`src/rtl/edge_cap_pkg.sv`:
```
// Shared types and constants for the edge frame capture block.
package edge_cap_pkg;

    typedef enum logic [1:0] {
        ST_IDLE,
        ST_ARM,
        ST_CAPTURE,
        ST_DONE
    } cap_state_t;

    localparam int EDGE_BIT = 7;

    function automatic int ceil_div8(input int n);
        return (n + 7) / 8;
    endfunction

endpackage

```
`src/rtl/edge_bit_packer.sv`:
```
// Packs a stream of single-bit pixels into 8-bit words, bit 0 leftmost,
// flushing a zero-padded partial word at line end.
module edge_bit_packer
    import edge_cap_pkg::*;
#(
    parameter int WPL    = 22,
    parameter int WIDX_W = $clog2(WPL + 1)
) (
    input  logic              clk,
    input  logic              rstn,
    input  logic              clear,
    input  logic              bit_valid,
    input  logic              bit_in,
    input  logic              line_end,
    output logic              word_valid,
    output logic [7:0]        word_data,
    output logic [WIDX_W-1:0] word_idx
);

    logic [7:0]        acc;
    logic [2:0]        bit_idx;
    logic [WIDX_W-1:0] word_cnt;

    // The word presented here includes the bit arriving this cycle, so the
    // top can register it and meet the one-cycle write latency.
    always_comb begin
        word_valid = (bit_valid && (bit_idx == 3'd7)) ||
                     (line_end && (bit_idx != 3'd0));
        word_data  = acc;
        if (bit_valid) begin
            word_data[bit_idx] = bit_in;
        end
        word_idx   = word_cnt;
    end

    always_ff @(posedge clk or negedge rstn) begin
        if (!rstn) begin
            acc      <= '0;
            bit_idx  <= '0;
            word_cnt <= '0;
        end else if (clear) begin
            acc      <= '0;
            bit_idx  <= '0;
            word_cnt <= '0;
        end else if (bit_valid) begin
            if (bit_idx == 3'd7) begin
                acc      <= '0;
                bit_idx  <= '0;
                word_cnt <= word_cnt + 1'b1;
            end else begin
                acc[bit_idx] <= bit_in;
                bit_idx      <= bit_idx + 3'd1;
            end
        end else if (line_end) begin
            acc      <= '0;
            bit_idx  <= '0;
            word_cnt <= '0;
        end
    end

endmodule

```
`src/rtl/edge_frame_capture.sv`:
```
// Single-shot capture of one binary edge frame into packed frame memory.
// Optional edge-pixel counter enabled by defining EDGE_CAP_COUNT_EN.
module edge_frame_capture
    import edge_cap_pkg::*;
#(
    parameter int H_RES  = 172,
    parameter int V_RES  = 144,
    parameter int ADDR_W = 12
) (
    input  logic              clk,
    input  logic              rstn,
    input  logic              i_start,
    input  logic              i_abort,
    input  logic              i_vsync,
    input  logic              i_de,
    input  logic [7:0]        i_data,
    output logic              o_busy,
    output logic              o_done,
    output logic              o_err,
    output logic              o_mem_we,
    output logic [ADDR_W-1:0] o_mem_addr,
    output logic [7:0]        o_mem_wdata,
    output logic [15:0]       o_edge_cnt
);

    localparam int WPL    = ceil_div8(H_RES);
    localparam int WIDX_W = $clog2(WPL + 1);
    localparam int PIX_W  = $clog2(H_RES + 1);
    localparam int LINE_W = $clog2(V_RES + 1);

    cap_state_t        state;
    logic              vsync_q;
    logic              vsync_qq;
    logic              de_q;
    logic [PIX_W-1:0]  pix_cnt;
    logic [LINE_W-1:0] line_cnt;
    logic [ADDR_W-1:0] line_base;

    logic              boundary;
    logic              in_capture;
    logic              start_ok;
    logic              pix_ok;
    logic              line_end;
    logic              last_line;
    logic              word_valid;
    logic [7:0]        word_data;
    logic [WIDX_W-1:0] word_idx;
    logic              unused_data;

    // Only the edge bit carries information; the other bits mirror it.
    assign unused_data = ^i_data;

    assign boundary   = vsync_q & ~vsync_qq;
    assign in_capture = (state == ST_CAPTURE);
    assign start_ok   = (state == ST_IDLE) && i_start && !i_abort;
    assign pix_ok     = in_capture && i_de && (pix_cnt < PIX_W'(H_RES));
    assign line_end   = in_capture && !i_de && de_q;
    assign last_line  = line_end && (line_cnt == LINE_W'(V_RES - 1));

    edge_bit_packer #(
        .WPL    (WPL),
        .WIDX_W (WIDX_W)
    ) u_packer (
        .clk        (clk),
        .rstn       (rstn),
        .clear      (start_ok),
        .bit_valid  (pix_ok),
        .bit_in     (i_data[EDGE_BIT]),
        .line_end   (line_end),
        .word_valid (word_valid),
        .word_data  (word_data),
        .word_idx   (word_idx)
    );

    // Busy tracks the state being entered so it rises right after start and
    // falls together with the done pulse.
    always_ff @(posedge clk or negedge rstn) begin
        if (!rstn) begin
            state       <= ST_IDLE;
            vsync_q     <= 1'b0;
            vsync_qq    <= 1'b0;
            de_q        <= 1'b0;
            pix_cnt     <= '0;
            line_cnt    <= '0;
            line_base   <= '0;
            o_busy      <= 1'b0;
            o_done      <= 1'b0;
            o_err       <= 1'b0;
            o_mem_we    <= 1'b0;
            o_mem_addr  <= '0;
            o_mem_wdata <= '0;
        end else begin
            vsync_q  <= i_vsync;
            vsync_qq <= vsync_q;
            de_q     <= in_capture & i_de;
            o_mem_we <= 1'b0;
            o_done   <= 1'b0;
            if (i_abort) begin
                state  <= ST_IDLE;
                o_busy <= 1'b0;
            end else begin
                case (state)
                    ST_IDLE: begin
                        if (i_start) begin
                            state     <= ST_ARM;
                            o_busy    <= 1'b1;
                            o_err     <= 1'b0;
                            pix_cnt   <= '0;
                            line_cnt  <= '0;
                            line_base <= '0;
                        end
                    end
                    ST_ARM: begin
                        if (boundary) begin
                            state <= ST_CAPTURE;
                        end
                    end
                    ST_CAPTURE: begin
                        if (pix_ok) begin
                            pix_cnt <= pix_cnt + 1'b1;
                        end
                        if (word_valid) begin
                            o_mem_we    <= 1'b1;
                            o_mem_addr  <= line_base + ADDR_W'(word_idx);
                            o_mem_wdata <= word_data;
                        end
                        if (line_end) begin
                            pix_cnt   <= '0;
                            line_cnt  <= line_cnt + 1'b1;
                            line_base <= line_base + ADDR_W'(WPL);
                        end
                        // Completing the last line takes precedence over a
                        // boundary landing in the same cycle.
                        if (last_line) begin
                            state <= ST_DONE;
                        end else if (boundary) begin
                            state  <= ST_IDLE;
                            o_busy <= 1'b0;
                            o_err  <= 1'b1;
                        end
                    end
                    ST_DONE: begin
                        state  <= ST_IDLE;
                        o_busy <= 1'b0;
                        o_done <= 1'b1;
                    end
                    default: begin
                        state  <= ST_IDLE;
                        o_busy <= 1'b0;
                    end
                endcase
            end
        end
    end

`ifdef EDGE_CAP_COUNT_EN
    logic [15:0] edge_cnt;

    always_ff @(posedge clk or negedge rstn) begin
        if (!rstn) begin
            edge_cnt <= '0;
        end else if (start_ok) begin
            edge_cnt <= '0;
        end else if (pix_ok && !i_abort && i_data[EDGE_BIT] &&
                     (edge_cnt != 16'hFFFF)) begin
            edge_cnt <= edge_cnt + 16'd1;
        end
    end

    assign o_edge_cnt = edge_cnt;
`else
    assign o_edge_cnt = '0;
`endif

endmodule

```
`config.mk`:
```
export PLATFORM = sky130hd
export DESIGN_NAME = edge_frame_capture
export DESIGN_NICKNAME = d
export VERILOG_FILES = /design/src/rtl/edge_cap_pkg.sv /design/src/rtl/edge_bit_packer.sv /design/src/rtl/edge_frame_capture.sv
export SDC_FILE = /design/constraint.sdc
export NUM_CORES = 1
export LEC_CHECK = 0
export CAP_MARGIN = 20
export CORE_UTILIZATION = 50
export DETAILED_ROUTE_END_ITERATION = 7
export PLACE_DENSITY = 0.73
export REMOVE_ABC_BUFFERS = 1
export SYNTH_ARGS = -nofsm -noshare
export SYNTH_HDL_FRONTEND = slang
export SYNTH_HIERARCHICAL = 1
export SYNTH_SLANG_ARGS = --single-unit
```
`constraint.sdc`:
```
create_clock -name clk -period 4.4 [get_ports clk]
set_input_delay 0.88 -clock clk [delete_from_list [all_inputs] [get_ports clk]]
set_output_delay 0.88 -clock clk [all_outputs]
set_load 0.005 [all_outputs]
```
==> results.yml, run 1 <==
sta:
  finalMaxSlewViolations: 0
  setup_viol: 0
  finClkSkew_ns: 0.0113
  period_needed_ns: 2.97
  finalHoldViolations: 0
  fin_crit_sh_pct: 67.4
  tightestPinTransition_ns: 0.840
  final.setup.tns_ns: 0
  fmax_mhz: 337
  slew_headroom_pct: 44.0
  grt_setup_unrepaired: "false"
global_route:
  grt_max_degree: 47
  track_usage_pct: 19.1
  grt_pass1_vias: 2850
  antenna_found_initial: 0
  grt_pass1_wl_mm: 13.0
  overflow: 0
die:
  die_area_mm2: 0.00855
  die_w_um: 92.5
  ioPinCount: 54
  die_y_um: 92.5
  initial_core_util_pct: 52.4
  rows: 32
  core-area_mm2: 0.00781
status:
  run_status: "finished, final reports clean"
setup_path:
  cp_data_required_time_ns: 4.67
  r2r_slack_ns: 1.43
  endpoint: "u_packer/acc[4]$_DFFE_PN0P_"
  crit_slowest_cell: "o21a_1"
  worstReg2RegEnd: "u_packer/acc[4]$_DFFE_PN0P_"
  cp-start-kind: "flop"
  r2r_cells: 7
  worst_setup_path_end_kind: "flop"
  crit_start: "state[0]$_DFFE_PN0P_"
  crit_type: "flop to flop"
  crit_chain: "inv_1 > ha_1 > and2_1 > o21a_1 > or3b_1 > nor2_8 > a22o_1"
  crit_fanout: 27
  timing.rr.start: "state[0]$_DFFE_PN0P_"
  cp_slowest_stage_delay_ns: 0.68
  worstPathArrival_ns: 3.24
min_path:
  hold_path_class: "flop to flop"
  hold_depth: 0
  hold_start: "vsync_q$_DFF_PN0_"
yosys:
  syn-instance-count: 428
  yosysWarnings: 6
  yosys.area.top_type: "dfrtp_1"
  synthFlopType: "dfrtp_1"
  ys_seq_area_share_pct: 44.0
  ys_seq_elements: 72
  synth_area_per_cell_um2: 9.56
  netlist_area_mm2: 0.00409
  ys_async_sr_fraction_pct: 100
  synth_edf_count: 0
  yosys-top-cells-area: "dfrtp_1, nand2_1, o21ai_0"
  yosys.area.top_type_share_pct: 44.0
  yosysUniqueCellTypes: 63
cts:
  cts_setup_buffers: 0
  cts_resized: 0
  cts_tree: "yes"
  clockBufferDepth: 2
  cts_max_level: 3
  cts-root-buf: "clkbuf_8"
  clock-sinks: 72
  clk_latency_ns: 0.34
  cts_buffers: 9
  cts_hold_buf: 0
  path_clk_slew_ns: 0.07
power_and_ir_drop:
  pwr-share-comb_pct: 22.4
  clockPowerShare_pct: 31.7
  switching_power_uw: 526
  swShare_pct: 31.8
  seqPwrFrac_pct: 45.9
  p_int_uw: 1130
  p_leak_uw: 0.00211
  design_power_total_uw: 1650
  ir_drop_mv: 0.250
  p_per_area_mw_per_mm2: 361
drt:
  wirelength_mm: 7.39
  wl_per_cell_um: 13.2
  vias: 3025
  vias_per_cell: 5.39
  drc: 0
  first_pass_iters: 4
  dr.first_iter.drc_count: 175
  antenna_left: 0
final_layout:
  nNetsFinal: 485
  syn_to_final_growth_pct: 11.9
  num_antenna_cells: 0
  drive_above_1_share_pct: 9.59
flow_run:
  max_cap_viol_count: 0
placement:
  gp_routability_congestion: 0.818
  dp_hpwl_mm: 5.04
  io_buffers: 30
-- sequential cells by signal, summed over array words and instances, names as in the netlist, 3 cells and up --
register           count
u_packer/word_idx      5
line_base             11
o_mem_wdata            8
pix_cnt                8
u_packer/bit_idx       3
u_packer/acc           8
line_cnt               8
o_mem_addr            12
-- cell families after synthesis --
| logic type | Yosys count | synth area share, % |
|---|---|---|
| DFF | 72 | 44.0 |
| AOI/OAI and AO/OA | 109 | 16.4 |
| and+or+nand+nor | 148 | 20.1 |
| buffers and inverters | 52 | 7.34 |
| muxes | 12 | 3.15 |
| other | 2 | 0.184 |
| xor gates and xnor gates | 16 | 3.43 |
| adders and majority gates | 17 | 5.38 |
-- Yosys cell counts, drive strengths merged, types with 9 or more instances --
cell type  number
a22o            9
nand2          68
inv            17
nor2           18
clkbuf          9
ha             16
o21ai          51
a21oi          21
dfrtp          72
buf            25
nor3            9
or3            10
-- final cells by class --
type	instances	area, um2
multi-input cells	319	2050
repair buffers	34	338
inverters	18	67.6
well taps	102	128
flip-flops and latches	72	1800
fillers	695	3230
clock inverters	5	56.3
clock buffers	11	141
-- power by group through the flow --
stage               logic (uW)  clock network [uW]  registers [uW]
floorplan                  265                   0             756
global placement           352                   0             768
detailed placement         367                   0             769
CTS                        370                 536             757
global route               420                 569             766
finish                     371                 524             757
-- through the flow --
stage                     area, um2  hold slack (ns)  setup WS (ns)  util (%)  std cells
after CTS                      4560            0.383           1.43      58.4        560
after global placement         4360            0.354           1.12      55.8        544
after global routing           4580            0.393           1.20      58.6        561
after detailed placement       4360            0.367           1.10      55.8        544
after floorplan                3920            0.346           1.68         -        409
final                          4580            0.378           1.43      58.6        561
-- how the worst min path moves through the flow --
stage	endpoint	slack, ns
6_report	vsync_qq$_DFF_PN0_	0.38
5_1_grt	vsync_qq$_DFF_PN0_	0.39
4_1_cts	vsync_qq$_DFF_PN0_	0.38
2_1_floorplan	vsync_qq$_DFF_PN0_	0.35
3_3_place_gp	vsync_qq$_DFF_PN0_	0.35
3_5_place_dp	vsync_qq$_DFF_PN0_	0.37
-- critical path, delay by kind of cell, from the launching register on --
family	cells	cell delay (ns)
simple gates	3	1.07
flops	1	0.41
buf+inv	1	0.15
compound gates	2	0.86
fa+ha+maj	1	0.40
-- cell usage in the layout, fill, tap and decap left out, drive strengths merged, types with 9 or more instances in the layout --
cell type	Yosys	final
dfrtp	72	72
nand2	68	68
o21ai	51	51
clkdlybuf4s50	0	29
a21oi	21	21
nor2	18	18
inv	17	17
conb	2	17
ha	16	16
clkbuf	9	11
or3	10	10
a22o	9	9
nor3	9	9
-- metal layers --
| layer | GRT usage, % | part of all wire, % | vias to the layer above |
|---|---|---|---|
| met3 | 4.52 | 3.9 | 7 |
| met2 | 29.3 | 46 | 66 |
| met4 | 7.16 | 1.3 | 0 |
| li1 | - | - | 1512 |
| met5 | 0 | 0 | - |
| met1 | 26.3 | 49 | 1440 |
(Power assumes the default switching activity.)
==> run 2, diff against run 1 <==
Clock period 4.4 ns to 2.8 ns, I/O delays scaled along.
==> run 2 against run 1 <==
Against the previous run: total power up 59%; critical path depth did not move; via count up 1.4%; core utilization rose by 0.56 points; global-route usage is 1.4 points higher; routed wire length increased by 3.8%.
==> results.yml, run 2 (same netlist as run 1, synthesis figures left out) <==
cts:
  cts_max_level: 3
  clk_latency_ns: 0.35
  cts_hold_buf: 0
  path_clk_slew_ns: 0.08
  cts-root-buf: "clkbuf_8"
  clock-sinks: 72
  clockBufferDepth: 2
  cts_setup_buffers: 0
  cts_buffers: 9
  cts_resized: 0
  cts_tree: "yes"
die:
  ioPinCount: 54
  core-area_mm2: 0.00781
  initial_core_util_pct: 52.4
  die_area_mm2: 0.00855
  die_y_um: 92.5
  rows: 32
  die_w_um: 92.5
global_route:
  grt_pass1_vias: 2904
  overflow: 0
  grt_pass1_wl_mm: 13.9
  antenna_found_initial: 0
  track_usage_pct: 20.5
  grt_max_degree: 47
setup_path:
  r2r_slack_ns: 0.38
  crit_slowest_cell: "or3b_1"
  crit_chain: "inv_1 > ha_1 > and2_1 > o21a_1 > or3b_1 > nor2_8 > a22o_1"
  crit_fanout: 10
  crit_family: "simple AND/OR/NAND/NOR gates"
  r2r_cells: 7
  cp_data_required_time_ns: 3.08
  worst_setup_path_end_kind: "flop"
  worst-path-buf-inv: 1
  cp-start-kind: "flop"
  crit_type: "flop to flop"
  worstPathArrival_ns: 2.70
  timing.rr.start: "state[0]$_DFFE_PN0P_"
  cp_slowest_stage_delay_ns: 0.59
  worstReg2RegEnd: "u_packer/acc[2]$_DFFE_PN0P_"
placement:
  dp_hpwl_mm: 5.26
  placedCellCount: 551
  placed_area_mm2: 0.00443
  io_buffers: 30
  gp_routability_congestion: 0.845
final_layout:
  drive_above_1_share_pct: 10.8
  final_util_pct: 59.2
  layout_common_cells: "dfrtp_1, nand2_1, o21ai_0"
  largest_reg_flops: 12
  syn_to_final_growth_pct: 13.0
  layout_commonest_cell: "dfrtp_1"
  top_register: "o_mem_addr"
  reg.largest.list: "o_mem_addr x12, line_base x11"
  ff_latch_area_mm2: 0.00180
  stdcell_count: 567
  design_area_mm2: 0.00462
  num_antenna_cells: 0
  fill_cells: 678
  nNetsFinal: 491
  multiInputGateArea_mm2: 0.00205
power_and_ir_drop:
  design_power_total_uw: 2620
  p_per_area_mw_per_mm2: 567
  ir_drop_mv: 0.385
  p_leak_uw: 0.00213
drt:
  antenna_left: 0
  vias_per_cell: 5.41
  dr.first_iter.drc_count: 211
  drc: 0
  vias: 3066
  wirelength_mm: 7.68
  first_pass_iters: 4
  wl_per_cell_um: 13.5
sta:
  period_needed_ns: 2.42
  tightestPinTransition_ns: 0.653
  fin_crit_sh_pct: 86.3
  fmax_mhz: 414
  slew_headroom_pct: 56.5
  final.setup.tns_ns: 0
  finClkSkew_ns: 0.0115
  finalHoldViolations: 0
  setup_viol: 0
  grt_setup_unrepaired: "false"
  finalMaxSlewViolations: 0
status:
  run_status: "finished, final reports clean"
min_path:
  hold_path_class: "input pin to asynchronous set/reset pin"
flow_run:
  max_cap_viol_count: 0
==> run 2: cell count changes in the layout (fill, tap and decap cells not counted), sizes merged <==
cell	before	now
clkbuf	11	10
clkinvlp	1	4
buf	5	11
inv	17	18
clkinv	4	1
==> run 2: per-layer routing <==
metal | global-route usage [%] | wire [um]
met5 | 0 | 0
met4 | 6.77 | 102
met3 | 4.68 | 272
met2 | 32.2 | 3510
met1 | 28.0 | 3790
==> run 2: cell type report <==
type	instances	share of cell area, %
Clock buffer	10	2.76
Clock inverter	6	1.49
Inverter	18	1.46
Multi-Input combinational cell	319	44.3
Sequential cell	72	39.0
Tap cell	102	2.76
Timing Repair Buffer	40	8.28
==> run 2: worst max-delay path by stage <==
stage | from | end | slack [ns] | cells after the start
floorplan | state[0]$_DFFE_PN0P_ | o_mem_addr[0]$_DFFE_PN0P_ | 0.18 | 10
global placement | i_de | u_packer/acc[6]$_DFFE_PN0P_ | 0.38 | 6
detailed placement | i_start | pix_cnt[3]$_DFFE_PN0P_ | 0.35 | 7
CTS | state[0]$_DFFE_PN0P_ | u_packer/acc[2]$_DFFE_PN0P_ | 0.39 | 7
global route | state[0]$_DFFE_PN0P_ | u_packer/acc[0]$_DFFE_PN0P_ | 0.23 | 7
finish | state[0]$_DFFE_PN0P_ | u_packer/acc[2]$_DFFE_PN0P_ | 0.38 | 7
==> run 2: metrics by stage <==
stage	setup slack (ns)	hold WS (ns)
6_report	0.383	0.236
3_3_place_gp	0.378	0.356
3_5_place_dp	0.348	0.364
2_1_floorplan	0.176	0.264
4_1_cts	0.387	0.258
5_1_grt	0.232	0.275
==> run 2: power by group <==
group          internal (uW)  leakage, uW  switching [uW]
clock network            415    0.0000851             411
logic                    249      0.00105             353
registers               1100     0.000995            92.1
==> run 3, diff against run 2 <==
Settings changed: CORE_UTILIZATION 50 to 56, GPL_TIMING_DRIVEN set to 0, PLACE_DENSITY 0.73 to 0.81.
==> run 3 against run 2 <==
Against the previous run: sequential share of layout area increased by 0.48 points; maximum frequency down 3.2%; total power stayed put; setup slack lost 0.080 ns; core utilization increased by 6.9 points; non-clock buffer count decreased by 9; clock-buffer cell count grew 3; combinational power down 3%; routed wire length is 0.20% lower; die area is 10% lower; largest cell class unchanged; first-iteration DRC count grew 20%; flip-flop and latch count stayed put.
==> results.yml, run 3 (same netlist as run 1, synthesis figures left out) <==
placement:
  placedCellCount: 536
  dp_hpwl_mm: 4.97
  gp_routability_congestion: 0.816
  dp_slack_ns: -0.728
  io_buffers: 30
setup_path:
  cp-start-kind: "flop"
  worstPathArrival_ns: 2.78
  cp_data_required_time_ns: 3.08
  crit_fanout: 27
  worst_setup_path_end_kind: "flop"
  crit_type: "flop to flop"
global_route:
  grt_max_degree: 73
  grt_util_met3_pct: 4.55
  top_usage_layer: "met2"
  grt_pass1_wl_mm: 13.0
  use_met1_pct: 28.7
  grt_pass1_vias: 2886
  grtUsageMet2_pct: 35.2
  track_usage_pct: 22.0
  antenna_found_initial: 0
  overflow: 0
sta:
  period_needed_ns: 2.50
  tightestPinTransition_ns: 0.914
  slew_headroom_pct: 39.1
  setup_viol: 0
  grt_setup_unrepaired: "false"
  finClkSkew_ns: 0.00992
  fin_ws_ns: 0.303
  fin_hold_ws_ns: 0.315
  fmax_mhz: 400
  finalHoldViolations: 0
  fin_crit_sh_pct: 89.2
  finalMaxSlewViolations: 0
power_and_ir_drop:
  p_leak_uw: 0.00212
  p_per_area_mw_per_mm2: 574
  ir_drop_mv: 0.443
cts:
  cts_tree: "yes"
  cts_resized: 3
  clockBufferDepth: 2
  cts_max_level: 3
  cts_buffers: 9
  cts_setup_buffers: 0
  path_clk_slew_ns: 0.07
  cts-root-buf: "clkbuf_8"
  clk_latency_ns: 0.35
  cts_hold_buf: 0
  clock-sinks: 72
die:
  die_w_um: 87.5
  ioPinCount: 54
  initial_core_util_pct: 59.2
  die_area_mm2: 0.00765
  die_y_um: 87.5
  core-area_mm2: 0.00691
  rows: 30
final_layout:
  syn_to_final_growth_pct: 11.6
  layout_commonest_cell: "dfrtp_1"
  reg.largest.list: "o_mem_addr x12, line_base x11"
  largest_reg_flops: 12
  top_register: "o_mem_addr"
  nNetsFinal: 482
  layout_common_cells: "dfrtp_1, nand2_1, o21ai_0"
  drive_above_1_share_pct: 9.65
  stdcell_count: 552
  num_antenna_cells: 0
drt:
  drc: 0
  dr.first_iter.drc_count: 253
  vias: 3041
  antenna_left: 0
  vias_per_cell: 5.51
  wirelength_mm: 7.66
  wl_per_cell_um: 13.9
  first_pass_iters: 4
status:
  run_status: "finished, final reports clean"
min_path:
  hold_path_class: "input pin to asynchronous set/reset pin"
flow_run:
  max_cap_viol_count: 0
==> run 3: changes by cell type in the layout (fill, tap and decap cells not counted), moves of 2 or more <==
cell        previous run  this run
clkinvlp_4             4         0
clkinv_2               0         2
clkbuf_8               9        11
buf_4                  9         1
==> run 3: cell type report <==
| class | count | area, um2 |
|---|---|---|
| multi-input cells | 319 | 2070 |
| clock buffers | 13 | 159 |
| fillers | 580 | 2340 |
| flip-flops and latches | 72 | 1800 |
| well taps | 96 | 120 |
| clock inverters | 3 | 40.0 |
| repair buffers | 31 | 309 |
| inverters | 18 | 67.6 |
==> run 3: worst max-delay path: stages (launching register included) <==
cell and delay (ns):
dfrtp_1 0.41, inv_1 0.16, ha_2 0.33, and2_1 0.21
o21a_4 0.32, or3b_1 0.60, nor2_8 0.22, a22o_1 0.17
==> run 3: worst paths after layout <==
path / cells past startpoint / from / slack [ns] / end
min reg2reg: 0 / vsync_q$_DFF_PN0_ / 0.37 / vsync_qq$_DFF_PN0_
min: 1 / rstn / 0.31 / line_cnt[5]$_DFFE_PN0P_
max in group asynchronous: 1 / rstn / 1.86 / line_base[11]$_DFFE_PN0P_
max: 7 / state[0]$_DFFE_PN0P_ / 0.30 / u_packer/acc[6]$_DFFE_PN0P_
max reg2reg: 7 / state[0]$_DFFE_PN0P_ / 0.30 / u_packer/acc[6]$_DFFE_PN0P_
min in group clk: 0 / vsync_q$_DFF_PN0_ / 0.37 / vsync_qq$_DFF_PN0_
==> run 3: power by group <==
group	internal, uW	switching [uW]	total (uW)
Sequential	1100	94.1	1190
Combinational	236	347	583
Clock	458	384	843
==> run 3: stage by stage <==
step                utilization, %  total power [uW]  area, um2  TNS (ns)
CTS                           66.0              2630       4560         0
global route                  66.1              2750       4570         0
floorplan                        -              1600       3920         0
detailed placement            63.0              1790       4350    -13.46
finish                        66.1              2620       4570         0
global placement              62.8              1750       4340   -106.07
==> run 3: metal layers <==
metal / share of wire [%] / up-vias
li1: - / 1512
met1: 47 / 1452
met2: 48 / 66
met3: 3.4 / 11
met4: 1.6 / 0
met5: 0 / -
